### config.mk
export PLATFORM = sky130hd
export DESIGN_NAME = fabric_boot_ctrl
export DESIGN_NICKNAME = d
export VERILOG_FILES = /design/src/rtl/fabric_boot_ctrl.sv
export SDC_FILE = /design/constraint.sdc
export NUM_CORES = 1
export LEC_CHECK = 0
export CORE_ASPECT_RATIO = 1.1
export CORE_MARGIN = 5
export CORE_UTILIZATION = 30
export DETAILED_ROUTE_END_ITERATION = 8
export HOLD_SLACK_MARGIN = 0.12
export PLACE_DENSITY = 0.62
export SYNTH_ARGS = -nofsm -noshare
export SYNTH_HDL_FRONTEND = slang
export SYNTH_SLANG_ARGS = --single-unit
### constraint.sdc
create_clock -name clk_i -period 3.06 [get_ports clk_i]
set_input_delay 0.612 -clock clk_i [delete_from_list [all_inputs] [get_ports clk_i]]
set_output_delay 0.612 -clock clk_i [all_outputs]
set_load 0.02 [all_outputs]
### src/rtl/fabric_boot_ctrl.sv
// rtl/fabric_boot_ctrl.sv - boot sequencer: source select, word forwarding, source-0 retries
// Optional LOAD inactivity timeout is compiled in with FABRIC_BOOT_TIMEOUT_EN.
module fabric_boot_ctrl #(
  parameter int          NUM_SRC        = 2,
  parameter int          DATA_W         = 32,
  parameter int          SLOT_W         = 4,
  parameter logic [31:0] LEN_WORDS      = 32'hEA2,
  parameter int          MAX_RETRIES    = 3,
  parameter int          TIMEOUT_CYCLES = 65536,
  localparam int         MSW            = (NUM_SRC > 1) ? $clog2(NUM_SRC) : 1
) (
  input  logic                      clk_i,
  input  logic                      rst_i,
  input  logic [MSW-1:0]            mode_i,
  input  logic [SLOT_W-1:0]         slot_i,
  input  logic                      reboot_i,
  input  logic [NUM_SRC-1:0]        src_valid_i,
  input  logic [NUM_SRC*DATA_W-1:0] src_data_i,
  input  logic [NUM_SRC-1:0]        src_busy_i,
  input  logic                      cfg_busy_i,
  input  logic                      configured_i,
  output logic                      ctrl_start_o,
  output logic [SLOT_W-1:0]         ctrl_slot_o,
  output logic [NUM_SRC-1:0]        src_en_o,
  output logic                      bitstream_valid_o,
  output logic [DATA_W-1:0]         bitstream_data_o,
  output logic                      boot_busy_o,
  output logic                      boot_done_o,
  output logic                      boot_error_o,
  output logic [1:0]                retry_cnt_o,
  output logic [31:0]               word_cnt_o
);

  typedef enum logic [2:0] {IDLE, START, LOAD, DRAIN, DONE, ERROR} state_t;

  state_t             state, nxt;
  logic [MSW-1:0]     mode_s1, mode_s2, sel, sel_n;
  logic [1:0]         sync_fill;
  logic               autoboot, busy_q;
  logic               sel_valid, accept, last_word, abort, retry, boot_req;
  logic [DATA_W-1:0]  sel_data;
  logic [NUM_SRC-1:0] sel_onehot;
  logic               unused_busy;
`ifdef FABRIC_BOOT_TIMEOUT_EN
  logic [31:0]        idle_cnt;
`endif

  assign unused_busy = ^src_busy_i;

  always_comb begin
    sel_valid  = 1'b0;
    sel_data   = '0;
    sel_onehot = '0;
    for (int k = 0; k < NUM_SRC; k++) begin
      sel_onehot[k] = (int'(sel) == k);
      if (int'(sel) == k) begin
        sel_valid = src_valid_i[k];
        sel_data  = src_data_i[k*DATA_W +: DATA_W];
      end
    end
  end

  always_comb begin
    accept    = (state == LOAD) && sel_valid;
    last_word = accept && (word_cnt_o + 32'd1 == LEN_WORDS);
    abort     = (state == LOAD) && !last_word &&
                ((sel == '0) && busy_q && !src_busy_i[0]);
`ifdef FABRIC_BOOT_TIMEOUT_EN
    if ((state == LOAD) && !sel_valid && (idle_cnt == 32'(TIMEOUT_CYCLES - 1)))
      abort = 1'b1;
`endif
    retry    = abort && (sel == '0) && (int'(retry_cnt_o) < MAX_RETRIES);
    // Autoboot waits until the mode synchronizer holds a real sample.
    boot_req = (state inside {IDLE, DONE, ERROR}) &&
               (reboot_i || ((state == IDLE) && autoboot && (sync_fill == 2'd2)));
    sel_n    = boot_req ? mode_s2 : sel;
    nxt      = state;
    case (state)
      IDLE, DONE, ERROR: if (boot_req) nxt = START;
      START:             nxt = (int'(sel) >= NUM_SRC) ? ERROR : LOAD;
      LOAD: begin
        if (last_word)  nxt = DRAIN;
        else if (retry) nxt = START;
        else if (abort) nxt = ERROR;
      end
      DRAIN:             if (!cfg_busy_i && configured_i) nxt = DONE;
      default:           nxt = IDLE;
    endcase
  end

  always_ff @(posedge clk_i) begin
    if (rst_i) begin
      state             <= IDLE;
      mode_s1           <= '0;
      mode_s2           <= '0;
      sel               <= '0;
      sync_fill         <= '0;
      autoboot          <= 1'b1;
      busy_q            <= 1'b0;
      ctrl_start_o      <= 1'b0;
      ctrl_slot_o       <= '0;
      src_en_o          <= '0;
      bitstream_valid_o <= 1'b0;
      bitstream_data_o  <= '0;
      boot_busy_o       <= 1'b0;
      boot_done_o       <= 1'b0;
      boot_error_o      <= 1'b0;
      retry_cnt_o       <= '0;
      word_cnt_o        <= '0;
`ifdef FABRIC_BOOT_TIMEOUT_EN
      idle_cnt          <= '0;
`endif
    end else begin
      mode_s1 <= mode_i;
      mode_s2 <= mode_s1;
      if (sync_fill != 2'd2) sync_fill <= sync_fill + 2'd1;
      busy_q  <= src_busy_i[0];
      state   <= nxt;
      sel     <= sel_n;
      bitstream_valid_o <= accept;
      if (accept) begin
        bitstream_data_o <= sel_data;
        word_cnt_o       <= word_cnt_o + 32'd1;
      end
      if (boot_req) begin
        ctrl_slot_o <= slot_i;
        word_cnt_o  <= '0;
        retry_cnt_o <= '0;
        autoboot    <= 1'b0;
      end
      // A retry keeps both the latched source and slot.
      if (retry) begin
        retry_cnt_o <= retry_cnt_o + 2'd1;
        word_cnt_o  <= '0;
      end
      ctrl_start_o <= (nxt == START) && (sel_n == '0);
      src_en_o     <= (nxt == LOAD || nxt == DRAIN) ? sel_onehot : '0;
      boot_busy_o  <= (nxt inside {START, LOAD, DRAIN});
      boot_done_o  <= (nxt == DONE);
      boot_error_o <= (nxt == ERROR);
`ifdef FABRIC_BOOT_TIMEOUT_EN
      if (accept || state != LOAD) idle_cnt <= '0;
      else                         idle_cnt <= idle_cnt + 32'd1;
`endif
    end
  end

endmodule

======== Word level (Yosys, flattened, before mapping) ========
Cells that the tools add are included.
word-level totals
  input bits .............................. 78
  register bits after elaboration ......... 87
  word-level logic and storage cells ...... 74
  bits in latches ......................... 0
  memory bits (read-only) ................. 0
  RAM bits ................................ 0
  output and inout bits ................... 77
  memories kept ........................... 0
operators by class
  divide/modulo/power cells ............... 0
  add/subtract/negate cells ............... 3
  shift operators ......................... 0
  $mul .................................... 0
  order comparisons ....................... 1
  reduce and logical (&&, ||, !) cells .... 25
  equal/unequal tests ..................... 13
  mux-type cells .......................... 11
  bitwise operators ....................... 4
operators by type and width
  operator                                          count
  adder 32 x 1 -> 32 bit (second input constant)    1
  == test 32 x 12 -> 1 bit (second input constant)  1
  2-to-1 mux 32 bit                                 1
  2-to-1 mux 3 bit                                  5
  logical AND 1 bit                                 13
  == test 3 x 2 -> 1 bit (second input constant)    4
  == test 3 bit (second input constant)             4
  one-hot mux 3 bit (4 select lines)                1
  == test 3 x 1 -> 1 bit (second input constant)    2
  nonzero test 3 bit                                2
  OR reduction 3 bit                                2
  adder 2 x 1 -> 2 bit (second input constant)      2
  2-to-1 mux 2 bit                                  2
  inverter 1 bit                                    4
  logical NOT 1 bit                                 3
  logical NOT 3 bit                                 1
  == test 2 bit (second input constant)             1
  logical OR 1 bit                                  2
  < comparator 2 bit (second input constant)        1
  2-to-1 mux 1 bit                                  2
  != test 2 bit (second input constant)             1
  nonzero test 2 bit                                1
  OR reduction 2 bit                                1

======== Longest topological paths before layout ========
  depth after elaboration ................. 15
  mapped depth ............................ 11

======== Worst setup path after synthesis ========
Ideal clock, no wire load.
  kind .................................... reg-to-reg
  start point ............................. reg word_cnt_o[3]
  end point ............................... reg ctrl_start_o
  stages on the path, launching flop included .. 10
  arrival ................................. 3.026 ns
  setup slack ............................. -0.053 ns
  cell sequence ........................... dfxtp_1 > buf_2 > nand4_4 > or4_1 > buf_2 > xnor2_1 > or4_1 > or4_4 > a31oi_4 > nor4b_2
on the way
  longest elaborated chain between the ends .. 13
RTL lines
  what                                  line  RTL
  start: declaration                    31    output logic [31:0] word_cnt_o
  start signal: assignment              123   word_cnt_o <= word_cnt_o + 32'd1;
  adder 32 x 1 -> 32 bit *              65    last_word = accept && (word_cnt_o + 32'd1 == LEN_WORDS);
  == test 32 x 12 -> 1 bit *            65
  logical AND 1 bit *                   65
  logical NOT 1 bit                     66    abort = (state == LOAD) && !last_word &&
  logical AND 1 bit (2 in a row)        66
  logical AND 1 bit (2 in a row)        72    retry = abort && (sel == '0) && (int'(retry_cnt_o) < MAX_RETRIES);
  2-to-1 mux 3 bit                      83    else if (retry) nxt = START;
  2-to-1 mux 3 bit *                    82    if (last_word) nxt = DRAIN;
  one-hot mux 3 bit (4 select lines) *  78    case (state)
  == test 3 x 1 -> 1 bit *              136   ctrl_start_o <= (nxt == START) && (sel_n == '0);
  logical AND 1 bit *                   136
  end signal: assignment                136
  end: declaration                      22    output logic ctrl_start_o,
Mark *: on every way between the ends. The rest lies on a longest branch, timed or not.
A chain may end at the register's enable or synchronous reset.

======== Worst setup path after layout ========
  start point ............................. reg word_cnt_o[13]
  end point ............................... reg src_en_o[0]
on the way
  longest elaborated chain between the ends .. 15
RTL lines
  what                                  line  RTL
  adder 32 x 1 -> 32 bit *              65
  == test 32 x 12 -> 1 bit *            65
  logical AND 1 bit *                   65
  logical NOT 1 bit                     66
  logical AND 1 bit (2 in a row)        66
  logical AND 1 bit (2 in a row)        72
  2-to-1 mux 3 bit                      83
  2-to-1 mux 3 bit *                    82
  one-hot mux 3 bit (4 select lines) *  78
  == test 3 x 2 -> 1 bit                137   src_en_o <= (nxt == LOAD || nxt == DRAIN) ? sel_onehot : '0;
  logical OR 1 bit *                    137
  inverter 1 bit (no line) *            --
  OR reduction 2 bit (no line) *        --
  end signal: assignment                137
  end: declaration                      24    output logic [NUM_SRC-1:0] src_en_o,
Marks and branches as above.

==> impl_results.md <==
- Status: finished, final reports clean
- Clk_skew: approximately 0.011 ns
- Antenna violations before repair: 0
- Post-synth top area share: roughly two fifths
- Share of layout cells above drive strength 1: between 10% and 20%
- Max Cap Viol: 0
- Worst r2r dst: src_en_o[0]
- Total GRT Usage: between 15 and 20%
- Fin crit period: between 2 and 3 ns
- H-tree levels: 3
- Setup Total Neg Slack: 0 ns
- CTS Sinks: 87
- PwrDens: roughly 440 nW/um^2
- Final hold violation count: 0
- Max-slew headroom: between 50 and 60%
- YS warnings: 0
- Critical Path RT: roughly 3.4 ns
- Hold Slack: 0.456 ns
- DIE WIDTH: approximately 130 um
- Die Span Y: 137 um
- Post-synth top area cell: dfxtp_1
- Core area: roughly 14,000 um^2
- Flops & latches, synth: 87
- Post-route insts no fill: just under 900
- Top FF cell, synth: dfxtp_1
- Port-buffer cells: 153
- Cells after Synth: ~520
- CTS tree: yes
- CP Launch Type: flip-flop
- Crit end category: flip-flop
- Post-DRT Antenna Nets: 0
- Worst-Skew Late Latency: 0.35 ns
- Maximum vdd drop: about 0.00025 V
- Die area: ~17,000 um^2
- Pre-CTS setup slack: between 0.03 and 0.04 ns
- Share of the clock period used by the worst path: 96.6%
- Routed wire length: 13,100 um
- Area grow syn2layout: 53.3%
- Commonest cells post-synth: nor2_1, dfxtp_1, a211oi_1, mux2i_1, nand2_1
- # setup viols final: 0
- Worst r2r src: word_cnt_o[13]
- Number of vias per cell: between 4 and 5
- I/O Pins: 155
- Async set-reset flop share out of synthesis: 0%
- Achievable clock frequency: around 340 MHz
- Global-route wire length before repair: roughly 21,000 um
- Worst Max-Slew Pin Slew: around 0.69 ns
- Ranking of synthesized cells by area: dfxtp_1, nor2_1, mux2i_1
- DRC: 0
- DP Cell Count: 870
- Initial Util: between 30% and 40%
- Hold Path Class: flip-flop to flip-flop
- Crit path max fanout: 7
- First DRT Iteration DRCs: 158
- WS Path Type: flip-flop to flip-flop
- Largest net degree at the start of global routing: 74
- Grt total ovfl: 0
- Vias in the first global route: about 4.3k
- CP startpoint: word_cnt_o[13]
- Avg Cell Area, Syn: 8.48 um^2
- Pins Over Slew Limit: 0
- Leak Pwr: approximately 2.3 nW
- Number of synthesized flops with an enable pin: 0
- R2r worst-path depth: 9
- Crit path to: src_en_o[0]
- Nets: a little under 800
- Worst-path clk slew: approximately 0.070 ns
- Antenna cell count: 0
- DRT Pass-1 Iters: 4
- # hold bufs at CTS: 0
- Worst EP arrival: ~3.2 ns
- Count leader, synth: nor2_1
- Register area share after synthesis: between 30% and 40%
- Routed wire per std cell: roughly 15 um
- CTS root buf: clkbuf_16
- Post-DP HPWL: 10,300 um
- Hold path depth: 1
- Post-synthesis net count: 599
- Flop-to-flop setup slack: 0.11 ns
- Cell variety after synth: 50
- CTS buffer count: 9
- Final GP Congestion: approximately 0.9
- Final worst slack: 0.105 ns
- Site Rows: 46
- Vias: 4,308
- Synth Cell Area: ~4400 um^2
- Longest Clk Path Bufs: 2
==> repair_timing <==
action	CTS	global route
setup buffers	0	1
setup endpoints to repair	0	3
gates resized for setup	0	11
==> logic make-up (layout without fill, tap and decap cells) <==
logic type      count (synthesis)  after routing  share of synthesized area [%]
simple gates                  230            230                           26.1
flops                          87             87                           39.7
compound gates                 72             72                           12.5
buf+inv                        48            226                           4.39
xor+xnor                       42             42                           8.39
mux                            34             34                           7.76
fa+ha+maj                       4              4                           1.14
==> critical path, stage by stage (launching register included) <==
cell      delay, ns
dfxtp_1        0.33
nand4_1        0.15
or4_4          0.53
buf_4          0.18
o21a_1         0.19
nor4_2         0.29
nand4_1        0.18
or4_4          0.57
a311oi_4       0.30
nor2b_2        0.18
==> cell usage in the layout, fill, tap and decap left out, types with 7 or more instances in the layout <==
cell               n
nand4_1           16
o21ai_0            8
clkbuf_16          9
nor2_1            98
xnor2_1           21
clkdlybuf4s50_1  152
a211oi_1          34
nand3_1           17
dfxtp_1           81
xor2_1            21
nand2_1           31
mux2i_1           34
nor2b_1            8
nor3_1             8
buf_4             48
or3_1              7
inv_1              9
==> layout make-up <==
cell class                 count  area (um^2)
fill                        1439         7670
multi-input combinational    382         2510
timing repair buffer         201         1890
sequential                    87         1750
tap                          192          240
clock buffer                   9          225
clock inverter                 7         72.6
inverter                       9         33.8
==> sequential cells by signal, summed over array words and instances (netlist names), 2 cells and up <==
register          count
word_cnt_o           32
retry_cnt_o           2
ctrl_slot_o           4
sync_fill             2
bitstream_data_o     32
src_en_o              2
state                 3
==> metrics by stage <==
| step | util [%] | power [W] | area (um^2) |
|---|---|---|---|
| floorplan | - | 0.00159 | 4400 |
| global placement | 44.2 | 0.00186 | 6360 |
| detailed placement | 44.2 | 0.00188 | 6360 |
| CTS | 46.3 | 0.00298 | 6660 |
| global route | 46.7 | 0.00310 | 6720 |
| finish | 46.7 | 0.00294 | 6720 |
==> where the power goes <==
group	internal, W	switching [W]
clock network	0.000576	0.000516
registers	0.00121	0.0000409
logic	0.000298	0.000307
==> worst min-delay path by stage <==
| stage | start | to | slack [ns] |
|---|---|---|---|
| after floorplan | mode_s1 | mode_s2 | 0.41 |
| after global placement | mode_s1 | mode_s2 | 0.42 |
| after detailed placement | mode_s1 | mode_s2 | 0.44 |
| after CTS | mode_s1 | mode_s2 | 0.46 |
| after global routing | autoboot | autoboot | 0.48 |
| final | mode_s1 | mode_s2 | 0.46 |
==> metal layers <==
| layer | track usage (%) | part of all wire [%] | vias to the layer above |
|---|---|---|---|
| li1 | - | - | 2162 |
| met1 | 17.2 | 41 | 1955 |
| met2 | 25.5 | 46 | 175 |
| met3 | 7.18 | 11 | 16 |
| met4 | 5.18 | 1.5 | 0 |
| met5 | 0 | 0 | - |
No activity file was read; power rests on OpenSTA's default activity.
